===== config.mk =====
export PLATFORM = sky130hd
export DESIGN_NAME = dcm_rst_ctrl_flat
export DESIGN_NICKNAME = d
export VERILOG_FILES = /design/src/rtl/dcm_rst_ctrl_pkg.sv /design/src/rtl/dcm_rst_ctrl_if.sv /design/src/rtl/dcm_rst_ctrl_lock_sync.sv /design/src/rtl/dcm_rst_ctrl.sv /design/src/flat_wrapper.sv
export SDC_FILE = /design/constraint.sdc
export NUM_CORES = 1
export LEC_CHECK = 0
export CORE_AREA = 5 5 79 81
export DETAILED_ROUTE_END_ITERATION = 10
export DIE_AREA = 0 0 84 86
export GPL_TIMING_DRIVEN = 0
export SLEW_MARGIN = 25
export SYNTH_ARGS = -nofsm -noshare
export SYNTH_HDL_FRONTEND = slang
export SYNTH_HIERARCHICAL = 1
export SYNTH_SLANG_ARGS = --single-unit
export TNS_END_PERCENT = 20

===== constraint.sdc =====
create_clock -name clk -period 2.4 [get_ports clk]
set_input_delay 0.36 -clock clk [delete_from_list [all_inputs] [get_ports clk]]
set_output_delay 0.36 -clock clk [all_outputs]
set_load 0.01 [all_outputs]

===== src/rtl/dcm_rst_ctrl_pkg.sv =====
// Shared types and widths for the DCM reset sequencer.
// Optional build macro used by this block: DCM_LOCK_FILTER_EN.
package dcm_rst_ctrl_pkg;

  localparam int unsigned STATE_W   = 3;
  localparam int unsigned RETRY_W   = 4;
  localparam int unsigned RETRY_MAX = 15;

  typedef enum logic [STATE_W-1:0] {
    ST_RST_DCM   = 3'd0,
    ST_WAIT_LOCK = 3'd1,
    ST_SETTLE    = 3'd2,
    ST_RUN       = 3'd3,
    ST_FAIL      = 3'd4
  } state_e;

  // Largest of three cycle counts; sizes the shared cycle counter.
  function automatic int unsigned max3(input int unsigned a, input int unsigned b,
                                       input int unsigned c);
    int unsigned m;
    m = a;
    if (b > m) m = b;
    if (c > m) m = c;
    return m;
  endfunction

endpackage


===== src/rtl/dcm_rst_ctrl_if.sv =====
// DCM lock/reset interface: the sequencer (master) drives resets and status,
// the DCM side (slave) supplies LOCKED.
interface dcm_rst_ctrl_if;
  import dcm_rst_ctrl_pkg::*;

  logic               locked_in;
  logic               dcm_rst;
  logic               chip_rst;
  logic [RETRY_W-1:0] retry_cnt;
  logic               fail;
  logic [STATE_W-1:0] state_o;

  modport master (
    input  locked_in,
    output dcm_rst, chip_rst, retry_cnt, fail, state_o
  );

  modport slave (
    output locked_in,
    input  dcm_rst, chip_rst, retry_cnt, fail, state_o
  );
endinterface


===== src/rtl/dcm_rst_ctrl_lock_sync.sv =====
// Two-flop synchronizer bringing the asynchronous DCM LOCKED into the clk domain.
module lock_sync (
  input  logic clk,
  input  logic reset,
  input  logic d,
  output logic q
);
  logic [1:0] sync_q;

  always_ff @(posedge clk) begin
    if (reset) sync_q <= 2'b00;
    else       sync_q <= {sync_q[0], d};
  end

  assign q = sync_q[1];
endmodule


===== src/rtl/dcm_rst_ctrl.sv =====
// DCM reset sequencer: pulses dcm_rst, waits for lock with timeout/retries,
// settles, then releases chip_rst. DCM_LOCK_FILTER_EN debounces lock loss in RUN.
module dcm_rst_ctrl
  import dcm_rst_ctrl_pkg::*;
#(
  parameter int unsigned RST_PULSE_CYCLES = 4,
  parameter int unsigned LOCK_TIMEOUT     = 65535,
  parameter int unsigned SETTLE_CYCLES    = 1024,
  parameter int unsigned MAX_RETRIES      = 7
) (
  input  logic          clk,
  input  logic          reset,
  dcm_rst_ctrl_if.master bus
);

  localparam int unsigned CNT_MAX = max3(RST_PULSE_CYCLES, LOCK_TIMEOUT, SETTLE_CYCLES);
  localparam int unsigned CNT_W   = (CNT_MAX > 2) ? $clog2(CNT_MAX) : 1;

  state_e             state_q, state_d;
  logic [CNT_W-1:0]   cnt_q, cnt_d;
  logic [RETRY_W-1:0] retry_q, retry_d;
  logic               dcm_rst_q, chip_rst_q, fail_q;
  logic               locked_s;
  logic               lock_lost_c;

  lock_sync u_lock_sync (
    .clk   (clk),
    .reset (reset),
    .d     (bus.locked_in),
    .q     (locked_s)
  );

`ifdef DCM_LOCK_FILTER_EN
  localparam int unsigned FILT_LEN = 4;

  logic [1:0] filt_q, filt_d;

  // Lock counts as lost only on the FILT_LEN-th consecutive low cycle in RUN.
  always_comb begin
    filt_d      = 2'b00;
    lock_lost_c = 1'b0;
    if (state_q == ST_RUN && !locked_s) begin
      if (filt_q == 2'(FILT_LEN - 1)) lock_lost_c = 1'b1;
      else                            filt_d      = filt_q + 2'(1);
    end
  end

  always_ff @(posedge clk) begin
    if (reset) filt_q <= 2'b00;
    else       filt_q <= filt_d;
  end
`else
  assign lock_lost_c = !locked_s;
`endif

  always_ff @(posedge clk) begin
    if (reset) begin
      state_q <= ST_RST_DCM;
      cnt_q   <= '0;
      retry_q <= '0;
    end else begin
      state_q <= state_d;
      cnt_q   <= cnt_d;
      retry_q <= retry_d;
    end
  end

  always_comb begin
    state_d = state_q;
    cnt_d   = cnt_q;
    retry_d = retry_q;
    unique case (state_q)
      ST_RST_DCM: begin
        if (cnt_q == CNT_W'(RST_PULSE_CYCLES - 1)) begin
          state_d = ST_WAIT_LOCK;
          cnt_d   = '0;
        end else begin
          cnt_d = cnt_q + CNT_W'(1);
        end
      end
      ST_WAIT_LOCK: begin
        if (locked_s) begin
          state_d = ST_SETTLE;
          cnt_d   = '0;
        end else if (cnt_q == CNT_W'(LOCK_TIMEOUT - 1)) begin
          cnt_d   = '0;
          retry_d = (retry_q == RETRY_W'(RETRY_MAX)) ? retry_q : retry_q + RETRY_W'(1);
          state_d = (retry_q == RETRY_W'(MAX_RETRIES - 1)) ? ST_FAIL : ST_RST_DCM;
        end else begin
          cnt_d = cnt_q + CNT_W'(1);
        end
      end
      ST_SETTLE: begin
        if (!locked_s) begin
          state_d = ST_RST_DCM;
          cnt_d   = '0;
        end else if (cnt_q == CNT_W'(SETTLE_CYCLES - 1)) begin
          state_d = ST_RUN;
          cnt_d   = '0;
        end else begin
          cnt_d = cnt_q + CNT_W'(1);
        end
      end
      ST_RUN: begin
        cnt_d = '0;
        if (lock_lost_c) begin
          state_d = ST_RST_DCM;
          retry_d = '0;
        end
      end
      ST_FAIL: begin
        cnt_d = '0;
      end
      default: begin
        state_d = ST_RST_DCM;
        cnt_d   = '0;
      end
    endcase
  end

  // Outputs decoded from the next state so they are glitch-free and track state_q.
  always_ff @(posedge clk) begin
    if (reset) begin
      dcm_rst_q  <= 1'b1;
      chip_rst_q <= 1'b1;
      fail_q     <= 1'b0;
    end else begin
      dcm_rst_q  <= (state_d == ST_RST_DCM) || (state_d == ST_FAIL);
      chip_rst_q <= (state_d != ST_RUN);
      fail_q     <= (state_d == ST_FAIL);
    end
  end

  assign bus.dcm_rst   = dcm_rst_q;
  assign bus.chip_rst  = chip_rst_q;
  assign bus.fail      = fail_q;
  assign bus.retry_cnt = retry_q;
  assign bus.state_o   = state_q;

endmodule

===== src/flat_wrapper.sv =====
// flat-port wrapper written by rule: the top's interface ports become plain ports
module dcm_rst_ctrl_flat import dcm_rst_ctrl_pkg::*;
#(
  parameter int unsigned RST_PULSE_CYCLES = 4,
  parameter int unsigned LOCK_TIMEOUT     = 65535,
  parameter int unsigned SETTLE_CYCLES    = 1024,
  parameter int unsigned MAX_RETRIES      = 7
)
  (clk, reset, bus_locked_in, bus_dcm_rst, bus_chip_rst, bus_retry_cnt, bus_fail, bus_state_o);
  dcm_rst_ctrl_if bus_i ();
  input  logic clk;
  input  logic reset;
  input wire logic [$bits(bus_i.locked_in)-1:0] bus_locked_in;
  output wire logic [$bits(bus_i.dcm_rst)-1:0] bus_dcm_rst;
  output wire logic [$bits(bus_i.chip_rst)-1:0] bus_chip_rst;
  output wire logic [$bits(bus_i.retry_cnt)-1:0] bus_retry_cnt;
  output wire logic [$bits(bus_i.fail)-1:0] bus_fail;
  output wire logic [$bits(bus_i.state_o)-1:0] bus_state_o;
  assign bus_i.locked_in = bus_locked_in;
  assign bus_dcm_rst = bus_i.dcm_rst;
  assign bus_chip_rst = bus_i.chip_rst;
  assign bus_retry_cnt = bus_i.retry_cnt;
  assign bus_fail = bus_i.fail;
  assign bus_state_o = bus_i.state_o;
  dcm_rst_ctrl #(.RST_PULSE_CYCLES(RST_PULSE_CYCLES), .LOCK_TIMEOUT(LOCK_TIMEOUT), .SETTLE_CYCLES(SETTLE_CYCLES), .MAX_RETRIES(MAX_RETRIES)) u_core (.clk(clk), .reset(reset), .bus(bus_i));
endmodule

==> metrics <==
status finished clean; setup_tns 0 ps; fin crit share slightly above 80%; area of the core 5410 um2; max incr delay on CP 410 ps; library cells used by synthesis 38; Peak VDD IR 287 uV; initial DRC count 75; cts bufs inserted 3; hold path start u_core/u_lock_sync/sync_q[0]; top post-synthesis cells by area dfxtp_1 43%, nor2_1 7.2%, xor2_1 6.0%; Async SR Flop Fraction 0%; Crit Path Class reg2reg; Pwr Total 0.874 mW; final count of hold timing violations 0; crit path launch u_core/cnt_q[0]; Area Growth Syn to Fin 20.3%; syn nets 151; CP Max Fanout 10; RSZ-0062 raised after global routing no; Vias/cell between 4 and 5; WL final 2590 um; final setup violation count 0; cell taking the most area after synthesis dfxtp_1; Hold Crit Class reg2reg; cell count after synthesis 144; via count 1031; post-CTS resize count 0; CP required between 2000 and 3000 ps; CTS tree built; FP Rows 27; DPL Wire Length 1920 um; CP max-delay cell dfxtp_1; Mapped Area 1310 um2; Placer Congestion between 0.7 and 0.8; vias in the first global route 1021; worst slew pin tran 435 ps; clock skew around 8.6 ps; Die Y 86 um; Pwr per Cell Area approximately 560 nW/um2; clock sink count 28; Tmin final 1990 ps; first-pass GRT wire length 4610 um; maxcap violations 0; fillers 609; CTS max path bufs 2; ys flop type dfxtp_1; effective utilization at floorplan 24.2%; ANT cells 0; Post-CTS Setup Inserts 0; chip width 84 um; Worst slew margin 71.0%; Hold-fix buffers, CTS 0; critical path endpoint category register; Post-DRT Antenna Nets 0; Congestion Overflow GR 0; antenna violations before repair 0; worst-case hold slack 457 ps; Worst-path clk slew 100 ps; IO Pins 13; die area 7220 um2; sequential area share after synthesis about 43%; Worst Path Arrival 2170 ps; crit path cell chain ha_1, and3_1, clkbuf_1, a41o_1, nor3_1, a21oi_2, buf_6, nor2_1; Leakage Power 0.549 nW; GRT Util Overall 7.56%; Worst Path Buf+Inv 2; nets 168; cell family contributing the most delay on the critical path compound AO/OA/AOI/OAI gates; fmax 502 MHz; drt drc 0; startpoint types register; worst-skew pair later-pin latency around 280 ps; layout cells sized above 1 around a tenth; FF+latch count, synth 28; htree depth 1; area share of the largest cell type after synthesis 42.9%; clock root buffer clkbuf_8; drt pass-1 iters 4; Placed Area 1520 um2; Mapped Avg Cell Area 9.07 um2; FF-to-FF Start u_core/cnt_q[0]; Port Buffers 12; Post-synth EDFFs 0; pin count of the biggest net entering global routing 16; WL per Instance 11.2 um; count of pins over their slew limit 0; Synth Warn # 6; Final Cell Area 1570 um2
==> synth_stat cells (all sizes together), types with 2 or more instances <==
| cell type | instances |
|---|---|
| nor2b | 3 |
| ha | 4 |
| inv | 4 |
| nand3 | 8 |
| nor4 | 3 |
| dfxtp | 28 |
| nor2 | 25 |
| nor3b | 3 |
| clkbuf | 3 |
| xnor2 | 7 |
| nand2 | 7 |
| nor3 | 6 |
| and3 | 5 |
| nor4bb | 2 |
| a21oi | 4 |
| xor2 | 9 |
| or2 | 2 |
| and4 | 3 |
| nand4 | 5 |
==> layout by cell type (no fill, tap or decap), types with 2 or more instances in the layout <==
master,netlist,layout
nor4bb_1,2,2
xnor2_1,7,7
nor2_1,25,25
clkbuf_1,2,2
ha_1,4,4
nand2_1,7,7
nor2b_1,3,3
and4_1,3,3
xor2_1,9,9
a21oi_1,3,3
and3_1,5,5
dfxtp_1,28,28
nor3b_1,2,2
nand4_1,4,4
or2_2,2,2
nor4_1,2,2
inv_1,4,4
nand3_1,8,8
nor3_1,5,5
clkbuf_8,0,4
clkdlybuf4s50_1,0,12
==> worst reg2reg max path: stages, from the launching register on <==
cell and delay (ps):
dfxtp_1 410, ha_1 220, and3_1 160, clkbuf_1 230, a41o_1 240, nor3_1 60, a21oi_2 320, buf_6 200
nor2_1 60
==> per-stage QoR <==
stage | util [%] | setup slack, ps | cells
after detailed placement | 28.1 | 226 | 228
final | 29.1 | 408 | 232
after CTS | 29.1 | 399 | 232
after global placement | 28.1 | 239 | 228
after global routing | 29.1 | 239 | 232
after floorplan | - | 745 | 144
==> layer usage <==
layer	part of all wire (%)	wire length (um)	global-route usage [%]	vias to the layer above
li1	-	-	-	530
met1	53	1370	9.95	488
met2	43	1120	12.8	13
met3	3.6	92	2.31	0
met4	0	0	0.439	0
met5	0	0	0	-
==> registers in the layout, indices dropped and copies added (netlist names) <==
register,flops
u_core/cnt_q,16
u_core/bus.retry_cnt,4
u_core/bus.state_o,3
u_core/u_lock_sync/sync_q,2
u_core/bus.chip_rst,1
u_core/bus.dcm_rst,1
u_core/bus.fail,1
==> path summary, 6_finish.rpt <==
path                                                     end  slack [ps]  cells past startpoint
worst max register to register              u_core/cnt_q[14]         410                      8
worst min-delay path            u_core/u_lock_sync/sync_q[1]         460                      1
worst min register to register  u_core/u_lock_sync/sync_q[1]         460                      1
worst max-delay path                        u_core/cnt_q[14]         410                      8
==> cells by family after synthesis <==
kind of cell,count (synthesis),synth area share [%]
AO/OA/AOI/OAI,11,6.23
XOR/XNOR,16,10.7
adder cells (fa/ha/maj),4,3.83
buffers and inverters,8,2.97
flip-flops,28,42.9
multiplexers,1,0.862
AND/OR/NAND/NOR,76,32.5
==> area by class of cell <==
| cell class | count | area (um2) | area share, % |
|---|---|---|---|
| timing repair buffer | 12 | 120 | 7.64 |
| sequential | 28 | 561 | 35.7 |
| buffer | 4 | 23.8 | 1.51 |
| inverter | 4 | 15.0 | 0.955 |
| multi-input combinational | 108 | 707 | 45.0 |
| clock buffer | 4 | 55.1 | 3.50 |
| tap | 72 | 90.1 | 5.73 |
==> power breakdown <==
part           total [mW]  internal, mW  switching [mW]
sequential          0.498         0.480          0.0175
clock               0.290         0.147           0.143
combinational      0.0867        0.0411          0.0456
total               0.874         0.668           0.206
Note: power is estimated with default switching activity, not from simulation.
